<file path="src/rtl/async_fifo_pkg.sv">
// Shared constants and Gray-code helpers for the asynchronous FIFO.
// The read-side controller reuses the helpers; the write side uses gray_to_bin directly.
package async_fifo_pkg;

  localparam int ADDR_WIDTH = 3;
  localparam int DEPTH      = 1 << ADDR_WIDTH;
  localparam int PTR_WIDTH  = ADDR_WIDTH + 1;

  function automatic logic [PTR_WIDTH-1:0] bin2gray(input logic [PTR_WIDTH-1:0] bin);
    return bin ^ (bin >> 1);
  endfunction

  function automatic logic [PTR_WIDTH-1:0] gray2bin(input logic [PTR_WIDTH-1:0] gray);
    logic [PTR_WIDTH-1:0] bin;
    bin[PTR_WIDTH-1] = gray[PTR_WIDTH-1];
    for (int i = PTR_WIDTH - 2; i >= 0; i--) begin
      bin[i] = bin[i+1] ^ gray[i];
    end
    return bin;
  endfunction

endpackage

</file>
<file path="src/rtl/gray_to_bin.sv">
// Combinational Gray-to-binary converter: each binary bit is the XOR of all
// Gray bits at or above its position.
module gray_to_bin
  import async_fifo_pkg::*;
#(
  parameter int W = PTR_WIDTH
) (
  input  logic [W-1:0] gray_i,
  output logic [W-1:0] bin_o
);

  assign bin_o[W-1] = gray_i[W-1];

  generate
    for (genvar gi = W - 2; gi >= 0; gi--) begin : g_chain
      assign bin_o[gi] = bin_o[gi+1] ^ gray_i[gi];
    end
  endgenerate

endmodule

</file>
<file path="src/rtl/wptr_full_ctrl.sv">
// Write-side controller of the asynchronous FIFO: write address/enable, Gray
// write pointer, and full / almost-full / level / overflow status.
module wptr_full_ctrl
  import async_fifo_pkg::*;
#(
  parameter int ADDR_WIDTH = async_fifo_pkg::ADDR_WIDTH,
  parameter int AF_LEVEL   = 6
) (
  input  logic                  wclk,
  input  logic                  wrst_n,
  input  logic                  winc,
  input  logic [ADDR_WIDTH:0]   wq2_rptr,
  output logic                  wen,
  output logic [ADDR_WIDTH-1:0] waddr,
  output logic [ADDR_WIDTH:0]   wptr,
  output logic                  wfull,
  output logic                  wafull,
  output logic [ADDR_WIDTH:0]   wcount,
  output logic                  wovf
);

  localparam int PW = ADDR_WIDTH + 1;

  logic [PW-1:0] wbin_q, wbin_d;
  logic [PW-1:0] wptr_q, wptr_d;
  logic [PW-1:0] wcount_q, wcount_d;
  logic          wfull_q, wfull_d;
  logic          wafull_q, wafull_d;
  logic          wovf_q, wovf_d;
  logic [PW-1:0] rbin_sync;

  gray_to_bin #(.W(PW)) u_rptr_g2b (
    .gray_i (wq2_rptr),
    .bin_o  (rbin_sync)
  );

  // Gating with reset keeps the RAM from being written while held in reset.
  assign wen = winc & ~wfull_q & wrst_n;

  always_comb begin
    wbin_d   = wbin_q + {{ADDR_WIDTH{1'b0}}, wen};
    wptr_d   = wbin_d ^ (wbin_d >> 1);
    // Full when the two MSBs differ and the rest match the synchronized read pointer.
    wfull_d  = (wptr_d == {~wq2_rptr[PW-1:PW-2], wq2_rptr[PW-3:0]});
    wcount_d = wbin_d - rbin_sync;
    wafull_d = (wcount_d >= PW'(AF_LEVEL));
    wovf_d   = wovf_q | (winc & wfull_q);
  end

  always_ff @(posedge wclk or negedge wrst_n) begin
    if (!wrst_n) begin
      wbin_q   <= '0;
      wptr_q   <= '0;
      wcount_q <= '0;
      wfull_q  <= 1'b0;
      wafull_q <= 1'b0;
      wovf_q   <= 1'b0;
    end else begin
      wbin_q   <= wbin_d;
      wptr_q   <= wptr_d;
      wcount_q <= wcount_d;
      wfull_q  <= wfull_d;
      wafull_q <= wafull_d;
      wovf_q   <= wovf_d;
    end
  end

  assign waddr  = wbin_q[ADDR_WIDTH-1:0];
  assign wptr   = wptr_q;
  assign wfull  = wfull_q;
  assign wafull = wafull_q;
  assign wcount = wcount_q;
  assign wovf   = wovf_q;

endmodule

</file>
<file path="config.mk">
export PLATFORM = sky130hd
export DESIGN_NAME = wptr_full_ctrl
export DESIGN_NICKNAME = d
export VERILOG_FILES = /design/src/rtl/async_fifo_pkg.sv /design/src/rtl/gray_to_bin.sv /design/src/rtl/wptr_full_ctrl.sv
export SDC_FILE = /design/constraint.sdc
export NUM_CORES = 1
export LEC_CHECK = 0
export CAP_MARGIN = 10
export CORE_MARGIN = 2
export CORE_UTILIZATION = 46
export CTS_BUF_LIST = sky130_fd_sc_hd__clkbuf_4 sky130_fd_sc_hd__clkbuf_8
export CTS_CLUSTER_SIZE = 20
export DETAILED_ROUTE_END_ITERATION = 6
export GPL_ROUTABILITY_DRIVEN = 0
export MAX_ROUTING_LAYER = met4
export PLACE_DENSITY = 0.77
export SYNTH_ARGS = -nofsm -noshare
export SYNTH_HDL_FRONTEND = slang
export SYNTH_SLANG_ARGS = --single-unit
</file>
<file path="constraint.sdc">
create_clock -name wclk -period 2.54 [get_ports wclk]
set_input_delay 0.508 -clock wclk [delete_from_list [all_inputs] [get_ports wclk]]
set_output_delay 0.508 -clock wclk [all_outputs]
set_load 0.03 [all_outputs]
</file>
==> results <==
- The post-synthesis instance total is 55.
- The count of maximum capacitance violations is 0.
- The I/O pin total is 22.
- The clock buffer count from CTS is 3.
- The first global-routing pass estimated 2.35 mm of wire.
- For this configuration, the core starts out at a cell density of 50.8%.
- The final critical path takes up 93.5% of the cycle.
- TritonCTS built the clock tree.
- For this run the aggregate overflow at the end of global routing stands at 0.
- In the final timing run, aggregate negative setup slack is 0 ps.
- The clock-pin transition on the worst setup and hold timing paths is 80 ps.
- Post-CTS timing repair inserted 0 buffers for setup.
- The pre-CTS worst setup slack is -174 ps.
- The via count is 522.
- The initial antenna violation count is 0.
- Summing the sequential cell areas from Yosys gives 51.1% of the chip area.
- Setup repair after global routing left no endpoint under its margin.
- The pin count of the biggest net entering global routing is 15.
- The layout cell share with drive strength beyond 1 is 19.8%.
- The peak per-stage delay on the critical path is 430 ps.
- The pre-antenna-repair detailed-routing pass consisted of 4 iterations.
- In the routed design, unresolved DRC markers number 0.
- The total of buffers placed on input and output ports is 21.
- After clock tree synthesis, the flow added hold-fix buffers numbering 0.
- The aggregate routed wire length is 1.30 mm.
- The net switching power figure is 0.693 mW.
- On the critical path the largest part of the delay comes from adder cells.
- The cell at the slowest stage of the critical path is fa_1.
- The worst-case headroom to the max-slew limit is 75.9%.
- The floorplan step set the die height to 42.6 um.
- The via count of the first global-routing pass is 547.
- The root buffer cell chosen for the clock tree is clkbuf_4.
- On the final layout, the worst hold slack is 458 ps.
- STA classifies the critical path startpoint as an input port.
- Derived from the worst setup path, the maximum achievable clock frequency is 0.421 GHz.
- The later-pin clock latency in the skew report is 280 ps.
- IR analysis of the VDD net gives a maximum drop of 0.000780 V.
- The net count reported at finish is 105.
- The min-delay analysis places its worst path in the category flop to flop.
- On the final layout, the worst clock skew is 1.46 ps.
- The reported leakage power is 0.479 nW.
- The share of power burned in the clock network is 9.9%.
- The worst-case clock buffer depth is 2.
- The die covers 0.00182 sq mm.
- The final max-slew violation count came to 0.
- In this run the cell area of the synthesized design comes to 686 sq um.
- The fraction of the core area covered by cells at the end of the flow is 76.4%.
- The worst setup slack after layout is 165 ps.
- Across every metal layer, demand over resource in global routing totals 18.9%.
- Detailed placement ended at an HPWL of 1.10 mm.
- The clock sink count is 14.
- The net switching fraction of the power is 43.3%.
- STA classifies the critical path endpoint as a flop.
- The biggest fanout along the worst timing path is 3.
- Data on the critical path is required at its endpoint by 2760 ps.
- The remaining antenna violation count is 0.
- The completed layout was analyzed and its total power is 1.60 mW.
- The antenna diode count is 0.
- The clock period could shrink to 2370 ps.
- The post-cts resize count is 0.
- The signed area change from the synthesized netlist to the final layout is 50.4%.
- The average routed wire per standard cell is 12.3 um.
- The sequential share of power is 25.5%.
- At the pin with the least slew margin, the transition time is 359 ps.
- The via count normalized by instance count is 4.92.
- Averaged over all synthesized cells, the footprint is 12.5 sq um.
- The critical path contains buffers and inverters numbering 2 combined.
- The setup path with the least slack is of type input port to flop.
- The most common cell type on the critical path is ha_1.
- In this run, synthesis produced a sequential element count of 14.
- Counting distinct cell types in the post-synthesis netlist gives 19.
- The standard-cell row count is 13.
- In this run the number of H-tree levels came out at 1.
- The die extent in x is 42.6 um.
- The first routing iteration left 2 violations.
- The critical path goes through clkdlybuf4s50_1 -> and3b_1 -> ha_1 -> ha_1 -> inv_1 -> fa_1 -> xnor2_1 -> nand2_1 -> nand3b_1.
- The design internal power is 0.909 mW.
- Leaving out fill and tap cells, the most frequent cell in the layout is clkdlybuf4s50_1.
- The number of hold-slack violations in the final timing report is 0.
- The arrival time of data at the critical path endpoint is 2600 ps.
- The combinational power share is 64.6%.
- For this run, the number of Yosys warnings is 0.
- The flow ran to the end, and the final reports show no timing, DRC or antenna violations.
- Counting every net in the synthesized netlist gives 68.
- The area of the core region is 0.00135 sq mm.
- The number of failing setup endpoints in the final timing report is 0.
- For this design the ratio of total power to cell area is 1550 mW/mm^2.
- In the layout the commonest cells are clkdlybuf4s50_1 (20), dfrtp_1 (14), buf_4 (12).
[layout make-up]
class	instances	area (sq um)
well taps	15	18.8
inverters	6	22.5
clock buffers	4	36.3
fillers	96	319
multi-input cells	35	313
repair buffers	32	290
flip-flops and latches	14	350
[metal layers]
metal / GRT usage (%) / vias to the layer above / share of wire, %
met5: - / - / 0
met4: 11.3 / 0 / 4.3
li1: - / 249 / -
met3: 2.59 / 7 / 4.4
met1: 22.6 / 247 / 43
met2: 30.2 / 19 / 48
[metrics by stage]
stage                     instance area (sq um)  cells
after floorplan                             686     55
after global placement                      995    102
after detailed placement                    995    102
after CTS                                  1030    106
after global routing                       1030    106
final                                      1030    106
[cell families (layout without fill, tap and decap cells)]
group	count (synthesis)	after routing	synth area share, %
xor gates and xnor gates	15	15	20.3
DFF	14	14	51.1
and+or+nand+nor	9	9	7.85
adders and majority gates	6	6	12.0
buffers and inverters	6	42	3.28
AOI/OAI and AO/OA	5	5	5.47
[registers in the layout (all words and copies together), names as in the netlist]
register  count
wcount        4
wfull         1
wptr          3
wovf          1
wbin_q        4
wafull        1
[power groups by stage]
stage	combinational [mW]	sequential [mW]	clock, mW
final	1.04	0.409	0.158
after global routing	1.13	0.424	0.178
after CTS	1.05	0.410	0.161
after detailed placement	1.04	0.415	0
after global placement	1.01	0.408	0
after floorplan	0.403	0.640	0
[synthesized netlist by cell type (all sizes together)]
library cell	count	area [sq um]
a211oi	1	12.5
a21boi	1	7.51
a21o	1	7.51
a21oi	1	5.00
and3b	1	8.76
dfrtp	14	350
fa	1	20.0
ha	5	62.6
inv	6	22.5
nand2	1	3.75
nand2b	1	6.26
nand3	3	15.0
nand3b	1	7.51
nor2b	1	6.26
o21ai	1	5.00
or3	1	6.26
xnor2	10	87.6
xor2	5	51.3
[path summary, 6_finish.rpt]
kind,from,to,slack [ps],depth (start not counted)
setup reg to reg,wfull,wafull,460,8
min in group asynchronous,wrst_n,wptr[2],570,2
hold reg to reg,wovf,wovf,460,1
max in group asynchronous,wrst_n,wbin_q[2],1810,2
hold / removal,wovf,wovf,460,1
setup / recovery,winc,wafull,170,9
Power figures use the tool's default switching activity.
